`config.mk`:
```
export PLATFORM = sky130hd
export DESIGN_NAME = abs_diff_pipe_flat
export DESIGN_NICKNAME = d
export VERILOG_FILES = /design/src/rtl/abs_diff_pipe_if.sv /design/src/rtl/abs_diff_pipe.sv /design/src/flat_wrapper.sv
export SDC_FILE = /design/constraint.sdc
export NUM_CORES = 1
export LEC_CHECK = 0
export ABC_AREA = 1
export CAP_MARGIN = 20
export CORE_MARGIN = 8
export CORE_UTILIZATION = 40
export DETAILED_ROUTE_END_ITERATION = 12
export GPL_ROUTABILITY_DRIVEN = 1
export PLACE_DENSITY_LB_ADDON = 0.3
export SLEW_MARGIN = 15
export SYNTH_ARGS = -nofsm -noshare
export SYNTH_HDL_FRONTEND = slang
export SYNTH_SLANG_ARGS = --single-unit
export TNS_END_PERCENT = 1
```
`constraint.sdc`:
```
create_clock -name clk -period 3 [get_ports clk]
set_clock_uncertainty 0.2 [all_clocks]
set_input_delay 0.9 -clock clk [delete_from_list [all_inputs] [get_ports clk]]
set_output_delay 0.9 -clock clk [all_outputs]
set_load 0.1 [all_outputs]
```
`src/rtl/abs_diff_pipe_if.sv`:
```
// abs_diff_pipe_if: sample-in / magnitude-out handshake bundle for the gradient abs-diff unit
interface abs_diff_pipe_if #(
  parameter int pixelBitWidth = 14,
  parameter int sumBitWidth   = 16
);
  logic                     in_valid;
  logic                     in_ready;
  logic [pixelBitWidth-1:0] green_h;
  logic [pixelBitWidth-1:0] green_v;
  logic                     out_valid;
  logic                     out_ready;
  logic [pixelBitWidth-2:0] absolute_diff;
  logic                     h_less;
  logic                     win_last;
  logic [sumBitWidth-1:0]   window_sum;
  logic                     win_v_major;
  modport master (
    output in_valid, green_h, green_v, out_ready,
    input  in_ready, out_valid, absolute_diff, h_less, win_last, window_sum, win_v_major
  );
  modport slave (
    input  in_valid, green_h, green_v, out_ready,
    output in_ready, out_valid, absolute_diff, h_less, win_last, window_sum, win_v_major
  );
endinterface

```
`src/rtl/abs_diff_pipe.sv`:
```
// abs_diff_pipe: 2-stage saturated |green_h-green_v| with windowed sum and direction vote
module abs_diff_pipe #(
  parameter int pixelBitWidth = 14,
  parameter int windowLength  = 5,
  parameter int sumBitWidth   = 16
) (
  input logic            clk,
  input logic            rst_n,
  input logic            clear_i,
  abs_diff_pipe_if.slave bus
);
  localparam int PW = pixelBitWidth;
  logic                   en;
  logic                   s1_valid_q;
  logic [PW:0]            diff_q;
  logic [PW:0]            mag;
  logic [PW-2:0]          abs_d, abs_q;
  logic                   out_valid_q, h_less_q, win_last_q, win_v_major_q;
  logic [sumBitWidth-1:0] sum_q, sum_d, window_sum_q;
  logic [7:0]             cnt_q, hcnt_q, hcnt_d;
  logic                   last;
  always_comb begin
    en     = !out_valid_q || bus.out_ready;
    mag    = diff_q[PW] ? -diff_q : diff_q;
    abs_d  = |mag[PW:PW-1] ? '1 : mag[PW-2:0];
    last   = cnt_q == 8'(windowLength - 1);
    sum_d  = sum_q + sumBitWidth'(abs_d);
    hcnt_d = hcnt_q + 8'(diff_q[PW]);
  end
  assign bus.in_ready      = en || clear_i;
  assign bus.out_valid     = out_valid_q;
  assign bus.absolute_diff = abs_q;
  assign bus.h_less        = h_less_q;
  assign bus.win_last      = win_last_q;
  assign bus.window_sum    = window_sum_q;
  assign bus.win_v_major   = win_v_major_q;
  always_ff @(posedge clk or negedge rst_n) begin
    if (!rst_n) begin
      s1_valid_q    <= 1'b0;
      diff_q        <= '0;
      out_valid_q   <= 1'b0;
      abs_q         <= '0;
      h_less_q      <= 1'b0;
      win_last_q    <= 1'b0;
      window_sum_q  <= '0;
      win_v_major_q <= 1'b0;
      cnt_q         <= '0;
      sum_q         <= '0;
      hcnt_q        <= '0;
    end else if (clear_i) begin
      s1_valid_q  <= 1'b0;
      out_valid_q <= 1'b0;
      win_last_q  <= 1'b0;
      cnt_q       <= '0;
      sum_q       <= '0;
      hcnt_q      <= '0;
    end else if (en) begin
      s1_valid_q  <= bus.in_valid;
      out_valid_q <= s1_valid_q;
      win_last_q  <= s1_valid_q && last;
      if (bus.in_valid) diff_q <= {1'b0, bus.green_h} - {1'b0, bus.green_v};
      // window state only moves with real samples, so bubbles never shift the boundary
      if (s1_valid_q) begin
        abs_q    <= abs_d;
        h_less_q <= diff_q[PW];
        cnt_q    <= last ? '0 : cnt_q + 8'd1;
        sum_q    <= last ? '0 : sum_d;
        hcnt_q   <= last ? '0 : hcnt_d;
        if (last) begin
          window_sum_q  <= sum_d;
          win_v_major_q <= hcnt_d > 8'(windowLength / 2);
        end
      end
    end
  end
endmodule

```
`src/flat_wrapper.sv`:
```
// flat-port wrapper written by rule: the top's interface ports become plain ports
module abs_diff_pipe_flat 
#(
  parameter int pixelBitWidth = 14,
  parameter int windowLength  = 5,
  parameter int sumBitWidth   = 16
)
  (clk, rst_n, clear_i, bus_in_valid, bus_green_h, bus_green_v, bus_out_ready, bus_in_ready, bus_out_valid, bus_absolute_diff, bus_h_less, bus_win_last, bus_window_sum, bus_win_v_major);
  abs_diff_pipe_if #(.pixelBitWidth(pixelBitWidth), .sumBitWidth(sumBitWidth)) bus_i ();
  input logic clk;
  input logic rst_n;
  input logic clear_i;
  input wire logic [$bits(bus_i.in_valid)-1:0] bus_in_valid;
  input wire logic [$bits(bus_i.green_h)-1:0] bus_green_h;
  input wire logic [$bits(bus_i.green_v)-1:0] bus_green_v;
  input wire logic [$bits(bus_i.out_ready)-1:0] bus_out_ready;
  output wire logic [$bits(bus_i.in_ready)-1:0] bus_in_ready;
  output wire logic [$bits(bus_i.out_valid)-1:0] bus_out_valid;
  output wire logic [$bits(bus_i.absolute_diff)-1:0] bus_absolute_diff;
  output wire logic [$bits(bus_i.h_less)-1:0] bus_h_less;
  output wire logic [$bits(bus_i.win_last)-1:0] bus_win_last;
  output wire logic [$bits(bus_i.window_sum)-1:0] bus_window_sum;
  output wire logic [$bits(bus_i.win_v_major)-1:0] bus_win_v_major;
  assign bus_i.in_valid = bus_in_valid;
  assign bus_i.green_h = bus_green_h;
  assign bus_i.green_v = bus_green_v;
  assign bus_i.out_ready = bus_out_ready;
  assign bus_in_ready = bus_i.in_ready;
  assign bus_out_valid = bus_i.out_valid;
  assign bus_absolute_diff = bus_i.absolute_diff;
  assign bus_h_less = bus_i.h_less;
  assign bus_win_last = bus_i.win_last;
  assign bus_window_sum = bus_i.window_sum;
  assign bus_win_v_major = bus_i.win_v_major;
  abs_diff_pipe #(.pixelBitWidth(pixelBitWidth), .windowLength(windowLength), .sumBitWidth(sumBitWidth)) u_core (.clk(clk), .rst_n(rst_n), .clear_i(clear_i), .bus(bus_i));
endmodule
```
* Word-level counts from Yosys, hierarchy flattened
Index checks and enable logic that the tools add are counted.
Cells by class: add/subtract/negate cells 5, order comparisons 1, equal/unequal tests 1, mux-type cells 20, bitwise logic cells 1, reductions and logical operators 11
Operators by type and width (count):
- two-way mux 16 bit | 4
- two-way mux 8 bit | 8
- adder 16 x 13 -> 16 bit | 1
- two-way mux 15 bit | 1
- negation 15 bit | 1
- subtractor 14 x 14 -> 15 bit | 1
- two-way mux 13 bit | 1
- adder 8 x 1 -> 8 bit | 1
- adder 8 x 1 -> 8 bit, second input constant | 1
- == test 8 x 3 -> 1 bit, second input constant | 1
- > comparator 8 x 2 -> 1 bit, second input constant | 1
- two-way mux 1 bit | 6
- AND reduction 3 bit | 2
- AND reduction 4 bit | 1
- nonzero test 2 bit | 2
- logical OR 1 bit | 2
- AND reduction 2 bit | 1
- OR reduction 2 bit | 1
- logical AND 1 bit | 1
- zero test 1 bit | 1
- NOT 1 bit | 1
Word-level totals: register bits after elaboration 81, logic and storage cells 50

* Depth between registers and ports, before layout
depth in word-level cells 9, gate-level depth with buffers 21

* Worst setup path before layout
Ideal clock, no wire load.
path type register to output, from register u_core.out_valid_q, in the netlist u_core.bus.out_valid, to output port bus_in_ready, arrival 1.841 ns, data required time 1.900 ns, path slack 0.059 ns, cell stages (with the launch flop) 4, cell sequence dfrtp_1 inv_1 nor2_2 nand2_1
Between the ends: longest elaborated chain between the ends 3
Ends and longest elaborated chain:
- from (decl) | line abs_diff_pipe.sv:18 | logic out_valid_q, h_less_q, win_last_q, win_v_major_q;
- from (signal assigned) | line abs_diff_pipe.sv:59 | out_valid_q <= s1_valid_q;
- zero test 1 bit | line abs_diff_pipe.sv:23 | en = !out_valid_q || bus.out_ready;
- logical OR 1 bit | line abs_diff_pipe.sv:23
- logical OR 1 bit | line abs_diff_pipe.sv:30 | assign bus.in_ready = en || clear_i;
- to (decl) | line flat_wrapper.sv:17 | output wire logic [$bits(bus_i.in_ready)-1:0] bus_in_ready;
No other way between the ends.

* Worst setup path after layout
from input port clear_i, to output port bus_in_ready
Between the ends: longest elaborated chain between the ends 1
Ends and longest elaborated chain:
- from (decl) | line flat_wrapper.sv:12 | input logic clear_i;
- logical OR 1 bit | line abs_diff_pipe.sv:30
No other way between the ends.

==> impl_metrics.py <==
metrics = {
    "drt": {
        "firstDrtPassIters": 4,
        "vias": 4909,
        "dr.first_iter.drc_count": 216,
        "avgRoutedWirePerCell_um": 12.60,
        "wl_mm": 12.98,
        "via_per_inst": 4.766,
        "route.antenna.remaining_nets": 0,
        "drc": 0,
    },
    "timing": {
        "worst_pin_slew_ns": 0.5147,
        "hold_viol": 0,
        "finalCritPeriodShare_pct": 97.20,
        "max_freq_mhz": 342.9,
        "drv_slew": 0,
        "setup-violations-final": 0,
        "whs_ns": 0.2712,
        "relSlewSlack_pct": 65.69,
        "finalCriticalPeriod_ns": 2.916,
    },
    "grt": {
        "grt-ovfl-total": 0,
        "antenna_found_initial": 0,
        "grt_max_degree": 41,
        "grtUsageTotal_pct": 15.26,
        "grt_pass1_wl_mm": 22.54,
        "grt_pass1_vias": 4946,
    },
    "floorplan": {
        "pin_count": 67,
        "row_count": 42,
        "initial_utilization_pct": 40.81,
        "core_um2": 13240,
        "chipWidth_um": 132.2,
        "die_area_um2": 17480,
        "die_h_um": 132.2,
    },
    "finish": {
        "drive_above_1_share_pct": 16.86,
        "fillCellCount": 1337,
        "area_growth_pct": 27.71,
        "multi_input_area_um2": 3103,
        "fin_nets": 916,
        "diodes": 0,
        "register_area_um2": 2027,
    },
    "setup_path": {
        "cp_num_buf_inv": 3,
        "end_kind": "output pin",
        "max_stage_delay_ns": 0.48,
        "critPathMaxFanout": 4,
        "worstPathArrival_ns": 1.82,
        "critPathLaunchType": "primary input",
        "critPathKind": "in -> out",
        "crit_required_ns": 1.90,
        "crit_slowest_cell": "clkdlybuf4s50_1",
        "cp_cell_sequence": "clkdlybuf4s50_1, inv_1, nand2_1, buf_12",
        "cp_top_family": "buffers and inverters",
    },
    "clock_network": {
        "cts_hold_buffers": 0,
        "clock_latency_ns": 0.34,
        "cts_htree_levels": 3,
        "cts.sinks": 81,
        "numCtsBuffers": 9,
        "clockBufferDepth": 2,
        "cts_tree": "done",
        "path_clk_slew_ns": 0.06,
        "root_buffer": "clkbuf_16",
    },
    "placement": {
        "place_hpwl_mm": 10.00,
        "io_buffers": 66,
        "gp_congestion": 0.8956,
    },
    "pwr": {
        "p_total_uw": 5181,
        "power_density_nw_per_um2": 750.7,
        "leakage_uw": 0.003661,
        "ir_worst_vdd_v": 0.0003613,
    },
    "logic_synthesis": {
        "ys.flop_type": "dfrtp_1",
        "ys_warn_count": 0,
        "netlist_area_um2": 5404,
        "avgSynthCellArea_um2": 7.177,
        "yosysSeqAreaShare_pct": 37.51,
        "ys_ff_latch": 81,
        "ys_async_sr_fraction_pct": 100.0,
        "synthCells": 753,
        "synth_cell_types": 37,
        "synth_nets": 820,
        "synth-edff-count": 0,
    },
    "flow_run": {
        "maxCapViolations": 0,
    },
    "hold_path": {
        "hold_class": "reg -> reg",
    },
    "run_status": {
        "status": "finished clean",
    },
}
[path summary, 6_finish.rpt]
| kind | from | endpoint | slack (ns) | cells past startpoint |
|---|---|---|---|---|
| setup / recovery | clear_i | bus_in_ready | 0.08 | 4 |
| hold / removal | u_core.bus.window_sum[3]$_DFFE_PN0P_ | u_core.bus.window_sum[3]$_DFFE_PN0P_ | 0.27 | 2 |
| setup reg to reg | u_core.diff_q[0]$_DFFE_PN0P_ | u_core.bus.window_sum[14]$_DFFE_PN0P_ | 0.19 | 15 |
| hold reg to reg | u_core.bus.window_sum[3]$_DFFE_PN0P_ | u_core.bus.window_sum[3]$_DFFE_PN0P_ | 0.27 | 2 |
| max in group asynchronous | rst_n | u_core.sum_q[11]$_DFFE_PN0P_ | 1.67 | 2 |
| min in group asynchronous | rst_n | u_core.bus.out_valid$_DFFE_PN0P_ | 0.32 | 1 |
[logic make-up after synthesis]
family | count (synthesis) | share of synthesized area [%]
xor gates and xnor gates | 22 | 3.566
DFF | 81 | 37.51
adders and majority gates | 34 | 8.150
buffers and inverters | 116 | 8.543
AOI/OAI and AO/OA | 79 | 8.219
and+or+nand+nor | 421 | 34.01
[worst register-to-register path, cell delays in order (launching register included)]
cell and delay [ns]:
dfrtp_1 0.38, inv_1 0.08, buf_4 0.14, nand3_2 0.12, o21bai_4 0.18, nand3_2 0.10
nand2_4 0.08, buf_6 0.17, nand3_2 0.11, ha_1 0.37, a21oi_2 0.20, o21ai_0 0.11
a21oi_1 0.20, nand3b_1 0.12, nand3_1 0.10, nand2_1 0.05
[metal layers]
layer | GRT usage (%) | wire [µm]
met1 | 18.91 | 6034
met5 | 0 | 0
met2 | 25.94 | 6300
met3 | 2.858 | 451
met4 | 5.363 | 191
[where the power goes]
part | internal (µW) | switching [µW] | total [µW]
logic | 896 | 1700 | 2590
clock network | 776 | 427 | 1200
registers | 1250 | 135 | 1390
total | 2920 | 2260 | 5180
[sequential cells by signal, indices dropped and copies added (netlist names)]
| name | flops |
|---|---|
| u_core.bus.out_valid | 1 |
| u_core.diff_q | 15 |
| u_core.s1_valid_q | 1 |
| u_core.bus.win_v_major | 1 |
| u_core.hcnt_q | 8 |
| u_core.sum_q | 16 |
| u_core.cnt_q | 8 |
| u_core.bus.h_less | 1 |
| u_core.bus.absolute_diff | 13 |
| u_core.bus.window_sum | 16 |
| u_core.bus.win_last | 1 |
[metrics by stage]
step	cell area [µm²]	std cells	worst slack, ns	util (%)	TNS (ns)
floorplan	5404	753	0.05875	-	0
global placement	6371	1012	-0.001014	48.11	-0.001014
detailed placement	6371	1012	-0.02927	48.11	-0.03806
CTS	6698	1028	0.03091	50.58	0
global route	6902	1030	-0.04647	52.12	-0.1260
finish	6902	1030	0.08409	52.12	0
[Yosys cell counts (all sizes together), types with 8 or more instances]
| master | instances | area [µm²] |
|---|---|---|
| a21oi | 21 | 105.1 |
| buf | 12 | 71.31 |
| dfrtp | 81 | 2027 |
| ha | 32 | 400.4 |
| inv | 100 | 375.4 |
| nand2 | 283 | 1072 |
| nand3 | 71 | 425.4 |
| nor2 | 44 | 185.2 |
| o21ai | 38 | 190.2 |
| o22ai | 9 | 56.30 |
| xnor2 | 8 | 70.07 |
| xor2 | 14 | 122.6 |
[repair_timing]
action,in CTS,in global routing
setup buffers,0,2
endpoints found under the setup margin,2,24
pin swaps,0,5
gates resized for setup,1,38
hold endpoints to repair,0,0
[cell type report]
type,count,share of cell area [%]
clock buffer,14,3.825
clock inverter,2,0.8702
inverter,100,5.439
multi-input combinational,556,44.96
sequential,81,29.37
tap,176,3.191
timing repair buffer,101,12.35
[cells in the final DEF (no fill, tap or decap), types with 3 or more instances in the layout]
cell type | netlist | routed
a21oi_1 | 21 | 14
a21oi_2 | 0 | 7
buf_4 | 2 | 68
clkbuf_1 | 4 | 3
clkbuf_16 | 0 | 9
clkdlybuf4s50_1 | 0 | 31
dfrtp_1 | 81 | 81
ha_1 | 32 | 21
ha_4 | 0 | 9
inv_1 | 97 | 97
inv_2 | 3 | 3
nand2_1 | 281 | 276
nand2_2 | 1 | 6
nand3_1 | 57 | 54
nand3_2 | 14 | 17
nand3b_1 | 7 | 7
nand4_1 | 5 | 5
nor2_1 | 38 | 34
nor2_2 | 5 | 9
nor3_1 | 6 | 6
o21a_1 | 3 | 3
o21ai_0 | 31 | 27
o21ai_1 | 7 | 10
o22ai_1 | 9 | 9
xnor2_1 | 8 | 8
xor2_1 | 14 | 14
No activity file was read; power rests on OpenSTA's default activity.
